==> src/rtl/seq_ldidx.sv <==
// Sequencer for Z80-style indexed loads/stores: LD r,(IX/IY+d) and LD (IX/IY+d),r.
// Define SEQ_LDIDX_TSTATE_DELAY_EN to stretch the address phase to 5 cycles.
module seq_ldidx (
    input  logic        CLK,
    input  logic        RST,
    input  logic        start,
    input  logic        is_Y,
    input  logic        is_store,
    input  logic [2:0]  reg_sel,
    input  logic [15:0] IX,
    input  logic [15:0] IY,
    input  logic [15:0] PC,
    input  logic [7:0]  reg_data,
    output logic        mem_req,
    output logic        mem_we,
    output logic [15:0] mem_addr,
    output logic [7:0]  mem_wdata,
    input  logic [7:0]  mem_rdata,
    input  logic        mem_ack,
    output logic        pc_inc,
    output logic        busy,
    output logic        done,
    output logic        wb_en,
    output logic [2:0]  wb_sel,
    output logic [7:0]  wb_data,
    output logic        err
);

    typedef enum logic [2:0] {
        S_IDLE = 3'd0,
        S_DISP = 3'd1,
        S_ADDR = 3'd2,
        S_MEM  = 3'd3,
        S_FIN  = 3'd4
    } state_t;

    state_t      state_q, state_d;
    logic [15:0] base_q, base_d;
    logic        store_q, store_d;
    logic [2:0]  sel_q, sel_d;
    logic [7:0]  rdat_q, rdat_d;
    logic [7:0]  disp_q, disp_d;
    logic        mem_req_q, mem_req_d;
    logic        mem_we_q, mem_we_d;
    logic [15:0] mem_addr_q, mem_addr_d;
    logic [7:0]  mem_wdata_q, mem_wdata_d;
    logic        busy_q, busy_d;
    logic        done_q, done_d;
    logic        wb_en_q, wb_en_d;
    logic [7:0]  wb_data_q, wb_data_d;
    logic        err_q, err_d;
    logic [15:0] ea_s;
    logic        go_mem_s;
`ifdef SEQ_LDIDX_TSTATE_DELAY_EN
    logic [2:0]  cnt_q, cnt_d;
`endif

    // Next-state and next-output computation for the whole sequencer.
    always_comb begin
        state_d     = state_q;
        base_d      = base_q;
        store_d     = store_q;
        sel_d       = sel_q;
        rdat_d      = rdat_q;
        disp_d      = disp_q;
        mem_req_d   = mem_req_q;
        mem_we_d    = mem_we_q;
        mem_addr_d  = mem_addr_q;
        mem_wdata_d = mem_wdata_q;
        wb_data_d   = wb_data_q;
        done_d      = 1'b0;
        wb_en_d     = 1'b0;
        err_d       = 1'b0;
        go_mem_s    = 1'b0;
`ifdef SEQ_LDIDX_TSTATE_DELAY_EN
        cnt_d       = cnt_q;
`endif
        // Displacement is signed; the 16-bit sum wraps silently.
        ea_s = base_q + {{8{disp_q[7]}}, disp_q};

        case (state_q)
            S_IDLE: begin
                if (start && (reg_sel == 3'b110)) begin
                    err_d = 1'b1;
                end else if (start) begin
                    base_d      = is_Y ? IY : IX;
                    store_d     = is_store;
                    sel_d       = reg_sel;
                    rdat_d      = reg_data;
                    mem_req_d   = 1'b1;
                    mem_we_d    = 1'b0;
                    mem_addr_d  = PC;
                    mem_wdata_d = 8'h00;
                    state_d     = S_DISP;
                end else begin
                    state_d = S_IDLE;
                end
            end
            S_DISP: begin
                if (mem_ack) begin
                    disp_d    = mem_rdata;
                    mem_req_d = 1'b0;
                    state_d   = S_ADDR;
`ifdef SEQ_LDIDX_TSTATE_DELAY_EN
                    cnt_d     = 3'd0;
`endif
                end else begin
                    state_d = S_DISP;
                end
            end
            S_ADDR: begin
`ifdef SEQ_LDIDX_TSTATE_DELAY_EN
                if (cnt_q == 3'd4) begin
                    go_mem_s = 1'b1;
                end else begin
                    cnt_d = cnt_q + 3'd1;
                end
`else
                go_mem_s = 1'b1;
`endif
                if (go_mem_s) begin
                    mem_req_d   = 1'b1;
                    mem_addr_d  = ea_s;
                    mem_we_d    = store_q;
                    mem_wdata_d = store_q ? rdat_q : 8'h00;
                    state_d     = S_MEM;
                end else begin
                    state_d = S_ADDR;
                end
            end
            S_MEM: begin
                if (mem_ack) begin
                    mem_req_d = 1'b0;
                    mem_we_d  = 1'b0;
                    done_d    = 1'b1;
                    wb_en_d   = ~store_q;
                    state_d   = S_FIN;
                    if (!store_q) begin
                        wb_data_d = mem_rdata;
                    end else begin
                        wb_data_d = wb_data_q;
                    end
                end else begin
                    state_d = S_MEM;
                end
            end
            S_FIN: begin
                state_d = S_IDLE;
            end
            default: begin
                state_d   = S_IDLE;
                mem_req_d = 1'b0;
                mem_we_d  = 1'b0;
            end
        endcase

        busy_d = (state_d != S_IDLE);
    end

    // State and registered-output flops with asynchronous reset.
    always_ff @(posedge CLK or posedge RST) begin
        if (RST) begin
            state_q     <= S_IDLE;
            base_q      <= 16'h0000;
            store_q     <= 1'b0;
            sel_q       <= 3'b000;
            rdat_q      <= 8'h00;
            disp_q      <= 8'h00;
            mem_req_q   <= 1'b0;
            mem_we_q    <= 1'b0;
            mem_addr_q  <= 16'h0000;
            mem_wdata_q <= 8'h00;
            busy_q      <= 1'b0;
            done_q      <= 1'b0;
            wb_en_q     <= 1'b0;
            wb_data_q   <= 8'h00;
            err_q       <= 1'b0;
`ifdef SEQ_LDIDX_TSTATE_DELAY_EN
            cnt_q       <= 3'd0;
`endif
        end else begin
            state_q     <= state_d;
            base_q      <= base_d;
            store_q     <= store_d;
            sel_q       <= sel_d;
            rdat_q      <= rdat_d;
            disp_q      <= disp_d;
            mem_req_q   <= mem_req_d;
            mem_we_q    <= mem_we_d;
            mem_addr_q  <= mem_addr_d;
            mem_wdata_q <= mem_wdata_d;
            busy_q      <= busy_d;
            done_q      <= done_d;
            wb_en_q     <= wb_en_d;
            wb_data_q   <= wb_data_d;
            err_q       <= err_d;
`ifdef SEQ_LDIDX_TSTATE_DELAY_EN
            cnt_q       <= cnt_d;
`endif
        end
    end

    // pc_inc must coincide with the displacement ack, so it is decoded from registered state.
    assign pc_inc    = (state_q == S_DISP) && mem_req_q && mem_ack;
    assign mem_req   = mem_req_q;
    assign mem_we    = mem_we_q;
    assign mem_addr  = mem_addr_q;
    assign mem_wdata = mem_wdata_q;
    assign busy      = busy_q;
    assign done      = done_q;
    assign wb_en     = wb_en_q;
    assign wb_sel    = sel_q;
    assign wb_data   = wb_data_q;
    assign err       = err_q;

endmodule

==> config.mk <==
export PLATFORM = sky130hd
export DESIGN_NAME = seq_ldidx
export DESIGN_NICKNAME = d
export VERILOG_FILES = /design/src/rtl/seq_ldidx.sv
export SDC_FILE = /design/constraint.sdc
export NUM_CORES = 1
export LEC_CHECK = 0
export BUFFER_PORTS_ARGS = -buffer_cell sky130_fd_sc_hd__buf_2
export CAP_MARGIN = 30
export CORE_MARGIN = 3
export CORE_UTILIZATION = 52
export DETAILED_ROUTE_END_ITERATION = 12
export HOLD_SLACK_MARGIN = 0.02
export PLACE_DENSITY = 0.86
export SYNTH_ARGS = -nofsm -noshare
export SYNTH_HDL_FRONTEND = slang
export SYNTH_SLANG_ARGS = --single-unit
==> constraint.sdc <==
create_clock -name CLK -period 3.3 [get_ports CLK]
set_clock_uncertainty 0.2 [all_clocks]
set_input_delay 0.165 -clock CLK [delete_from_list [all_inputs] [get_ports CLK]]
set_output_delay 0.165 -clock CLK [all_outputs]
set_load 0.005 [all_outputs]
==> results of run 1 <==
==> final timing paths <==
kind / end / slack (ns) / cells after the start / startpoint
worst max-delay path: mem_addr[14]$_DFFE_PP0P_ / 0.59 / 7 / base_q[0]$_DFFE_PP0P_
worst min-delay path: mem_addr[15]$_DFFE_PP0P_ / 0.05 / 4 / PC[15]
worst min register to register: rdat_q[2]$_DFFE_PP0P_ / 0.29 / 2 / rdat_q[2]$_DFFE_PP0P_
max in group asynchronous: wb_data[7]$_DFFE_PP0P_ / 1.88 / 4 / RST
worst max register to register: mem_addr[14]$_DFFE_PP0P_ / 0.59 / 7 / base_q[0]$_DFFE_PP0P_
min in group asynchronous: mem_wdata[0]$_DFFE_PP0P_ / 0.32 / 3 / RST
==> flip-flops by register name (all words and copies together), names as in the netlist <==
name and flops:
disp_q 8, state_q 3, err 1, wb_data 8
done 1, busy 1, wb_en 1, mem_wdata 8
mem_we 1, base_q 16, wb_sel 3, mem_req 1
mem_addr 16, rdat_q 8, store_q 1
==> layout by cell type, fill, tap and decap left out, types with 7 or more instances in the layout <==
cell type      count
mux2i_1           22
inv_1              8
dlygate4sd3_1     66
ha_1              15
a21oi_1           15
buf_2            114
xnor2_1            7
a22o_1             9
dfrtp_1           77
mux2_2            17
o21ai_0           34
nand2_1           70
nor2_1            15
clkbuf_8          11
==> final cells by class <==
cell class,instances,area share
Clock buffer,12,0.02802
Clock inverter,3,0.008136
Inverter,9,0.006102
Multi-Input combinational cell,290,0.3559
Sequential cell,77,0.3480
Tap cell,99,0.02237
Timing Repair Buffer,185,0.2314
==> kinds of logic (layout without fill, tap and decap cells) <==
family                     Yosys count  after routing  share of synthesized area
and+or+nand+nor                    119            119                     0.1352
AOI/OAI and AO/OA                  105            105                     0.1753
DFF                                 77             77                     0.4786
muxes                               39             39                     0.1022
buffers and inverters               29            209                    0.03325
adders and majority gates           16             16                    0.05159
xor gates and xnor gates            11             11                    0.02393
==> worst min-delay path, cell delays in order <==
cell and delay (ns):
buf_2 0.08, nor3_1 0.04, a21oi_1 0.11, and3b_1 0.16
==> metal layers <==
layer,share of wire,wire length (µm)
met3,0.063,709
met5,0,0
met1,0.39,4423
met2,0.53,5926
met4,0.013,141
==> through the flow <==
step / power (W) / util / instance area [µm²] / worst slack (ns) / hold WS (ns)
after floorplan: 0.003501 / - / 4026 / 0.8506 / 0.07044
after global placement: 0.004110 / 0.6345 / 4676 / 0.7312 / 0.1524
after detailed placement: 0.004239 / 0.6345 / 4676 / 0.6474 / 0.1601
after CTS: 0.005047 / 0.7513 / 5537 / 0.6437 / 0.03311
after global routing: 0.005466 / 0.7513 / 5537 / 0.5135 / 0.04233
final: 0.005087 / 0.7513 / 5537 / 0.5938 / 0.05025
==> power groups by stage <==
| stage | Sequential [W] | Clock (W) | Combinational (W) |
|---|---|---|---|
| floorplan | 0.00164 | 0 | 0.00186 |
| global placement | 0.00170 | 0 | 0.00241 |
| detailed placement | 0.00172 | 0 | 0.00252 |
| CTS | 0.00171 | 0.000732 | 0.00260 |
| global route | 0.00178 | 0.000768 | 0.00292 |
| finish | 0.00173 | 0.000724 | 0.00264 |
==> results.md, run 1 <==
* Post-Syn Nets at 485
* Seq/Total Area, Yosys at 0.4786
* CTS tree: built
* Die area at 8835 µm²
* Slew margin rel. at 0.3019
* Largest cells by area after synthesis: dfrtp_1 48%, nand2_1 6.5%, mux2i_1 5.5%
* Worst-margin pin slew at 1.040 ns
* M3 GR Usage at 0.05208
* # H-tree levels at 3
* Filler cells at 511
* Total track usage at 0.2632
* WS Path Type: flip-flop to flip-flop
* Post-synthesis async set-or-reset flop share at 1.000
* 1st-iter DRT viols at 152
* Initial Utilization at 0.5463
* Synth warn at 0
* Core ar. at 7370 µm²
* Startpoint types: flip-flop
* Row cnt at 31
* Drt drc at 0
* GPL Wtd Cong at 0.9106
* Area leader, netlist: dfrtp_1
* Top-count cell post-synth: dfrtp_1
* VDD IR max at 0.4341 mV
* Bufs on Longest Clock Path at 2
* Cell Count, Final, Fillers Out at 675
* WL final at 11200 µm
* Synth Area per Inst at 10.17 µm²
* Top_reg_cell synth: dfrtp_1
* Comb pwr share at 0.518
* WP data required at 3.33 ns
* PwrDens at 918.7 nW/µm²
* Leakage power at 2.709 nW
* Layout cells sized above 1 at 0.2726
* Antenna Violating Nets Remaining at 0
* Vias in the first global route at 3832
* Sequential Area at 1927 µm²
* Worst EP arrival at 2.74 ns
* Latest clock arrival within the worst-skew pair at 0.34 ns
* Cell Int Power at 0.002961 W
* Mapped Cells at 396
* Final HPWL DP at 7265 µm
* Initial antenna violation count at 0
* Post-CTS setup buffers at 0
* Post-synth top cells: 77 x dfrtp_1, 70 x nand2_1, 34 x o21ai_0
* Post-synth top area share at 0.4786
* Grt ovf at 0
* Footprint of the multi-input gates at 1971 µm²
* Post-synth cell types at 54
* CTS buffer count at 9
* Via Count at 3753
* Sw frac at 0.4179
* Post-CTS sizing at 0
* Psw at 0.002126 W
* Area growth from synthesis to layout at 37.51%
* Crit Path Max Fanout at 5
* FMAX at 0.3695 GHz
* Sink Count at 77
* Flop pwr share at 0.339
* Number of top-level pins at 115
* Largest net degree at the start of global routing at 41
* Final Hold Viols at 0
* Vias per cell at 5.560
* Clk pwr share at 0.142
* Die width at 94.00 µm
* Setup crit end kind: flip-flop
* Global routing's busiest layer: met2
* Worst-path cell chain: ha_1 -> fa_1 -> a21o_1 -> a221oi_2 -> nor4_1 -> or3_1 -> a31o_1
* First-pass DRT Iterations at 5
* Hold-fix buffer count after cts at 66
* Yosys reg bits at 77
* N_diodes at 0
* Family with the most delay on the worst path: compound AO/OA/AOI/OAI gates
* Final setup viols at 0
* Min-delay worst type: input pin to flip-flop
* Synthesized area at 4026 µm²
* Tcrit/Tclk final at 0.8200
* Wire per inst at 16.60 µm
* CTS root buffer: clkbuf_8
* GR Layer Usage met2 at 0.4790
* Slew Viols, Final at 0
* Met1 Use GR at 0.3218
* Outcome: finished, final reports clean
* Post-synth EDFFs at 0
* Dpl cells at 594
* Port Buffer Count at 114
* First-pass GRT wire length at 18240 µm
* Max_cap viols at 0
* Tmin final at 2.706 ns
* Fin nets at 661
* Slowest cell on crit path: a221oi_2
* Worst path buffer plus inverter count at 0
* Crit-path max cell delay at 0.43 ns
* Clk pin slew, worst setup/hold paths at 0.08 ns
* Die Y at 94.00 µm
* RSZ-0062 raised after global routing: no
* Final TNS setup at 0 ns
Power figures use the tool's default switching activity.
==> inputs of run 2 (changes only) <==
--- a/config.mk
+++ b/config.mk
@@ -5,13 +5,14 @@
 export SDC_FILE = /design/constraint.sdc
 export NUM_CORES = 1
 export LEC_CHECK = 0
+export ABC_AREA = 1
 export BUFFER_PORTS_ARGS = -buffer_cell sky130_fd_sc_hd__buf_2
 export CAP_MARGIN = 30
 export CORE_MARGIN = 3
-export CORE_UTILIZATION = 52
+export CORE_UTILIZATION = 48
 export DETAILED_ROUTE_END_ITERATION = 12
 export HOLD_SLACK_MARGIN = 0.02
-export PLACE_DENSITY = 0.86
+export PLACE_DENSITY = 0.83
 export SYNTH_ARGS = -nofsm -noshare
 export SYNTH_HDL_FRONTEND = slang
 export SYNTH_SLANG_ARGS = --single-unit
==> constraint.sdc (replaced) <==
create_clock -name CLK -period 2.3 [get_ports CLK]
set_clock_uncertainty 0.2 [all_clocks]
set_input_delay 0.115 -clock CLK [delete_from_list [all_inputs] [get_ports CLK]]
set_output_delay 0.115 -clock CLK [all_outputs]
set_load 0.005 [all_outputs]
==> run 2 against run 1 <==
Cell count is 29% higher. Via count is 16% higher. Combinational power is 46% higher. Hold slack improved by 0.093 ns. Synthesized area up 7.6%. Sequential cell count is the same. Sequential share of layout area shrank 2.0 points. Core utilization down 8.2 points. Die area rose by 15%. Synthesized cell count rose by 44%.
==> results.md, run 2 <==
* Outcome: finished, final reports clean
* Post-synth EDFFs at 0 (unchanged)
* Startpoint types: flip-flop
* Post-CTS setup buffers at 0 (unchanged)
* WP data required at 2.35 ns (-0.98 ns)
* Port Buffer Count at 114 (unchanged)
* Vias in the first global route at 4619 (+21%)
* Worst-margin pin slew at 0.5569 ns (-0.4832 ns)
* Die Y at 101.0 µm (+7.5%)
* Post-synth top cells: 186 x nand2_1, 81 x inv_1, 77 x dfrtp_1
* Top-count cell post-synth: nand2_1
* Final setup viols at 0 (unchanged)
* Number of top-level pins at 115 (unchanged)
* Design Area, Final at 5869 µm² (+6.0%)
* Tmin final at 2.089 ns (-0.6170 ns)
* GPL Wtd Cong at 0.8099 (-11%)
* Synthesized area at 4333 µm² (+7.6%)
* Synth warn at 0 (unchanged)
* Dpl cells at 783 (+32%)
* Largest net degree at the start of global routing at 34 (-17%)
* Seq/Total Area, Yosys at 0.4447 (-0.03386)
* Area leader, netlist: dfrtp_1
* Sink Count at 77 (unchanged)
* CTS buffer count at 9 (unchanged)
* Post-synthesis mux area share at 0 (-0.1022)
* Complex-gate fraction of the synthesized area at 0.1233 (-0.05196)
* N_diodes at 0 (unchanged)
* Grt ovf at 0 (unchanged)
* Mapped Cells at 570 (+44%)
* 1st-iter DRT viols at 236 (+55%)
* CTS root buffer: clkbuf_8
* Final HPWL DP at 8092 µm (+11%)
* FF-to-FF path depth at 9 (+2)
* Total track usage at 0.2512 (-0.01197)
* Bufs on Longest Clock Path at 2 (unchanged)
* Initial Utilization at 0.4944 (-0.05192)
* Core ar. at 8763 µm² (+19%)
* WL final at 11900 µm (+6.2%)
* Die area at 10200 µm² (+15%)
* Slew margin rel. at 0.6282 (+0.3263)
* Drt drc at 0 (unchanged)
* Post-synth top area share at 0.4447 (-0.03386)
* CTS tree: built
* FMAX at 0.4787 GHz (+30%)
* Most common cell after layout, fill and taps aside: nand2_1
* Post-CTS sizing at 0 (unchanged)
* # H-tree levels at 3 (unchanged)
* Max_cap viols at 0 (unchanged)
* Latest clock arrival within the worst-skew pair at 0.35 ns (about the same)
* PwrDens at 1221 nW/µm² (+33%)
* Final Hold Viols at 0 (unchanged)
* Tcrit/Tclk final at 0.9083 (+0.08830)
* Post-Synth Simple-Gate Area at 0.2703 (+0.1351)
* Top_reg_cell synth: dfrtp_1
* Die width at 101.0 µm (+7.5%)
* Fin nets at 847 (+28%)
* Yosys reg bits at 77 (unchanged)
* Synth Area in Adders at 0.04794 (-0.003650)
* Post-Syn Nets at 659 (+36%)
* Initial antenna violation count at 0 (unchanged)
* Via Count at 4371 (+16%)
* Fin worst setup slack at 0.2108 ns (-0.3830 ns)
* First-pass DRT Iterations at 7 (+2)
* Vias per cell at 5.024 (-9.6%)
* First-pass GRT wire length at 20510 µm (+12%)
* Final TNS setup at 0 ns (unchanged)
* Crit Path Max Fanout at 4 (-1)
* Layout cells sized above 1 at 0.2349 (-0.03766)
* Xor and xnor area share after synthesis at 0.008085 (-0.01584)
* Setup crit end kind: flip-flop
* Pre-CTS WS at 0.2306 ns (-0.4168 ns)
* Wire per inst at 13.67 µm (-18%)
* WS Path Type: flip-flop to flip-flop
* Overall power at 0.007169 W (+41%)
* Placed Area at 4972 µm² (+6.3%)
* VDD IR max at 0.6379 mV (+47%)
* Row cnt at 34 (+9.7%)
* Largest cells by area after synthesis: dfrtp_1 44%, nand2_1 16%, inv_1 7.0%
* Synth Area per Inst at 7.602 µm² (-25%)
* Cell Count, Final, Fillers Out at 870 (+29%)
* RSZ-0062 raised after global routing: no
* Clk pin slew, worst setup/hold paths at 0.09 ns (about the same)
* Leakage power at 3.225 nW (+19%)
* Area growth from synthesis to layout at 35.46%
* Min-delay worst type: input pin to async pin
* Post-synthesis async set-or-reset flop share at 1.000 (unchanged)
* Slew Viols, Final at 0 (unchanged)
* Antenna Violating Nets Remaining at 0 (unchanged)
* Largest family of logic cells by synthesized area: simple AND/OR/NAND/NOR gates
* Commonest cells after routing, fill and taps aside: 186 x nand2_1, 114 x buf_2, 80 x inv_1
* Worst EP arrival at 2.13 ns (-0.61 ns)
* Post-synth cell types at 27 (-50%)
run 2: changes by cell type after synthesis, sizes merged, moves of 9 or more:
cell / before / now
nand3: 6 / 25
nor2: 15 / 54
a22o: 9 / 0
o21ai: 39 / 67
mux2i: 22 / 0
nand2: 70 / 189
inv: 9 / 87
mux2: 17 / 0
run 2: critical path, stage by stage (launching register included):
cell	delay, ns
dfrtp_1	0.39
ha_1	0.24
fa_1	0.38
nand2_1	0.09
nand2_1	0.07
nand3b_1	0.10
nand2_1	0.11
or2_2	0.29
nand3_1	0.07
a21oi_1	0.06
run 2: area by class of cell:
| class | count | area (µm²) |
|---|---|---|
| Sequential cell | 77 | 1927 |
| Clock inverter | 3 | 21.27 |
| Multi-Input combinational cell | 390 | 1948 |
| Clock buffer | 12 | 155.1 |
| Inverter | 87 | 326.6 |
| Timing Repair Buffer | 193 | 1356 |
| Fill cell | 698 | 2894 |
| Tap cell | 108 | 135.1 |
run 2: kinds of logic after synthesis:
kind of cell	count (synthesis)
and+or+nand+nor	282
buffers and inverters	103
xor gates and xnor gates	4
AOI/OAI and AO/OA	88
adders and majority gates	16
DFF	77
run 2: per-stage QoR:
stage                 util  hold slack (ns)
finish              0.6698           0.1434
global route        0.6698           0.2023
CTS                 0.6698           0.1555
detailed placement  0.5674        -0.001220
global placement    0.5674         -0.01262
floorplan                -         -0.01153
run 2: report_power, final:
part / internal [W] / total (W) / leakage, nW / switching [W]
clock: 0.000446 / 0.000952 / 0.0884 / 0.000506
sequential: 0.00198 / 0.00237 / 0.955 / 0.000393
combinational: 0.00150 / 0.00385 / 2.18 / 0.00235
run 2: routing by layer:
metal  share of wire  wire length (µm)  global-route usage
met5               0                 0                   0
met4           0.041               485              0.1217
met3           0.047               563             0.04360
met2            0.51              6120              0.4278
met1            0.40              4726              0.3075
run 2: worst paths after layout:
kind                                        from                 endpoint  slack (ns)
setup / recovery           base_q[0]$_DFFE_PP0P_  mem_addr[6]$_DFFE_PP0P_        0.21
hold / removal                               RST    wb_sel[0]$_DFFE_PP0P_        0.14
setup reg to reg           base_q[0]$_DFFE_PP0P_  mem_addr[6]$_DFFE_PP0P_        0.21
hold reg to reg            wb_sel[0]$_DFFE_PP0P_    wb_sel[0]$_DFFE_PP0P_        0.28
max in group asynchronous                    RST   base_q[15]$_DFFE_PP0P_        1.00
min in group CLK           wb_sel[0]$_DFFE_PP0P_    wb_sel[0]$_DFFE_PP0P_        0.28
run 2: repair_timing:
item | in CTS | in global routing
hold endpoints to repair | 99 | 0
hold buffers | 72 | 0
endpoints found under the setup margin | 0 | 0
==> inputs of run 3 (changes only) <==
--- a/config.mk
+++ b/config.mk
@@ -9,10 +9,11 @@
 export BUFFER_PORTS_ARGS = -buffer_cell sky130_fd_sc_hd__buf_2
 export CAP_MARGIN = 30
 export CORE_MARGIN = 3
-export CORE_UTILIZATION = 48
+export CORE_UTILIZATION = 50
+export CTS_BUF_LIST = sky130_fd_sc_hd__clkbuf_4
 export DETAILED_ROUTE_END_ITERATION = 12
 export HOLD_SLACK_MARGIN = 0.02
-export PLACE_DENSITY = 0.83
+export PLACE_DENSITY = 0.85
 export SYNTH_ARGS = -nofsm -noshare
 export SYNTH_HDL_FRONTEND = slang
 export SYNTH_SLANG_ARGS = --single-unit
==> run 3 against run 2 <==
Clock-buffer cell count is 3 lower. Core utilization is 3.2 points higher. Hold slack got worse by 0.040 ns. Critical endpoint unchanged. Worst setup slack improved by 0.014 ns. Cell count is 0.57% lower.
==> results.md, run 3 (same netlist as run 2, synthesis figures left out) <==
* 1st-iter DRT viols at 286 (+21%)
* GPL Wtd Cong at 0.8541 (+5.5%)
* Fin worst setup slack at 0.2252 ns (+0.01435 ns)
* # H-tree levels at 3 (unchanged)
* PwrDens at 1226 nW/µm² (+0.37%)
* Vias in the first global route at 4643 (+0.52%)
* Final TNS setup at 0 ns (unchanged)
* Clk pin slew, worst setup/hold paths at 0.13 ns (+0.04 ns)
* Final Hold Viols at 0 (unchanged)
* Total track usage at 0.2636 (+0.01237)
* CTS root buffer: clkbuf_4
* Fin nets at 844 (-0.35%)
* Core ar. at 8299 µm² (-5.3%)
* Worst-margin pin slew at 0.7056 ns (+0.1486 ns)
* Initial antenna violation count at 0 (unchanged)
* Port Buffer Count at 114 (unchanged)
* RSZ-0062 raised after global routing: no
* CTS buffer count at 9 (unchanged)
* Wire per inst at 14.23 µm (+4.1%)
* N_diodes at 0 (unchanged)
* Row cnt at 33 (-2.9%)
* Outcome: finished, final reports clean
* Final HPWL DP at 7997 µm (-1.2%)
* Min-delay worst type: input pin to async pin
* Leakage power at 3.204 nW (-0.66%)
* Vias per cell at 5.116 (+1.8%)
* Worst path most repeated cell: nand2_1
* WP data required at 2.43 ns (+0.08 ns)
* Largest net degree at the start of global routing at 78 (+130%)
* Worst EP arrival at 2.20 ns (+0.07 ns)
* Crit-path max cell delay at 0.40 ns (about the same)
* Area growth from synthesis to layout at 34.39%
* Latest clock arrival within the worst-skew pair at 0.42 ns (+0.07 ns)
* Die width at 99.09 µm (-1.9%)
* WS Path Type: flip-flop to flip-flop
* Die Y at 99.09 µm (-1.9%)
* Family with the most delay on the worst path: simple AND/OR/NAND/NOR gates
* CTS tree: built
* Filler cells at 583 (-16%)
* Antenna Violating Nets Remaining at 0 (unchanged)
* Footprint of the multi-input gates at 1948 µm² (unchanged)
* Slew Viols, Final at 0 (unchanged)
* Slowest cell on crit path: dfrtp_1
* Drt drc at 0 (unchanged)
* Layout cells sized above 1 at 0.2316 (-0.003329)
* Final setup viols at 0 (unchanged)
* First-pass GRT wire length at 21000 µm (+2.4%)
* Slew margin rel. at 0.5289 (-0.09923)
* VDD IR max at 0.7480 mV (+17%)
* Number of top-level pins at 115 (unchanged)
* Sink Count at 77 (unchanged)
* Grt ovf at 0 (unchanged)
* Crit Path Max Fanout at 4 (unchanged)
* Post-CTS setup buffers at 0 (unchanged)
* Worst-path cell chain: ha_1 -> fa_1 -> nand2_1 -> nand2_1 -> nand3b_1 -> nand2_1 -> or2_2 -> nand3_1 -> a21oi_1
* Pre-CTS WS at 0.2383 ns (+0.007759 ns)
* Die area at 9819 µm² (-3.8%)
* Initial Utilization at 0.5221 (+0.02765)
* Worst path buffer plus inverter count at 0 (unchanged)
* Most common cell after layout, fill and taps aside: nand2_1
* First-pass DRT Iterations at 5 (-2)
* Sequential Area at 1927 µm² (unchanged)
* FMAX at 0.4820 GHz (+0.69%)
* Startpoint types: flip-flop
* Via Count at 4425 (+1.2%)
* Tmin final at 2.075 ns (-0.01435 ns)
* Tcrit/Tclk final at 0.9021 (-0.006241)
* WL final at 12310 µm (+3.5%)
* Bufs on Longest Clock Path at 2 (unchanged)
* Setup crit end kind: flip-flop
* Max_cap viols at 0 (unchanged)
* Commonest cells after routing, fill and taps aside: 186 x nand2_1, 114 x buf_2, 80 x inv_1
-- run 3: path summary, 6_finish.rpt --
path	from	endpoint	slack (ns)	cells past startpoint
max reg2reg	base_q[0]$_DFFE_PP0P_	mem_addr[6]$_DFFE_PP0P_	0.23	9
min in group CLK	reg_data[3]	rdat_q[3]$_DFFE_PP0P_	0.23	4
max	base_q[0]$_DFFE_PP0P_	mem_addr[6]$_DFFE_PP0P_	0.23	9
min	RST	wb_sel[2]$_DFFE_PP0P_	0.10	4
max in group asynchronous	RST	base_q[7]$_DFFE_PP0P_	1.46	4
min reg2reg	mem_addr[9]$_DFFE_PP0P_	mem_addr[9]$_DFFE_PP0P_	0.30	2
-- run 3: metal layers --
layer | vias up | track usage | part of all wire
li1 | 2135 | - | -
met1 | 2080 | 0.3122 | 0.39
met2 | 161 | 0.4659 | 0.52
met3 | 49 | 0.04137 | 0.048
met4 | 0 | 0.1282 | 0.040
met5 | - | 0 | 0
-- run 3: power by group --
part / total (W) / switching, W / internal (W) / leakage (nW)
combinational: 0.00381 / 0.00233 / 0.00149 / 2.17
sequential: 0.00240 / 0.000429 / 0.00197 / 0.955
clock: 0.000925 / 0.000490 / 0.000436 / 0.0814
-- run 3: layout make-up --
class | instances | share of cell area
clock inverters | 7 | 0.01526
repair buffers | 190 | 0.2291
inverters | 87 | 0.05608
clock buffers | 9 | 0.01160
flip-flops and latches | 77 | 0.3309
multi-input cells | 390 | 0.3346
well taps | 105 | 0.02256
-- run 3: metrics by stage --
step	instance area [µm²]	total power [W]	util	hold WS [ns]	std cells
3_5_place_dp	4946	0.006010	0.5960	0.04227	777
3_3_place_gp	4946	0.005835	0.5960	0.02967	777
6_report	5823	0.007138	0.7016	0.1032	865
2_1_floorplan	4333	0.005042	-	-0.01153	570
5_1_grt	5823	0.007802	0.7016	0.1609	865
4_1_cts	5823	0.007056	0.7016	0.1197	865
-- run 3: repair_timing --
item                                   4_1_cts  5_1_grt
endpoints found under the hold margin      146        0
hold buffers                                72        0
resized for setup                            0        0
-- run 3: worst register-to-register path, cell delays in order, from the launching register on --
cell and delay [ns]:
dfrtp_1 0.40, ha_1 0.24, fa_1 0.39, nand2_1 0.10, nand2_1 0.07, nand3b_1 0.08, nand2_1 0.10, or2_2 0.28
nand3_1 0.07, a21oi_1 0.06
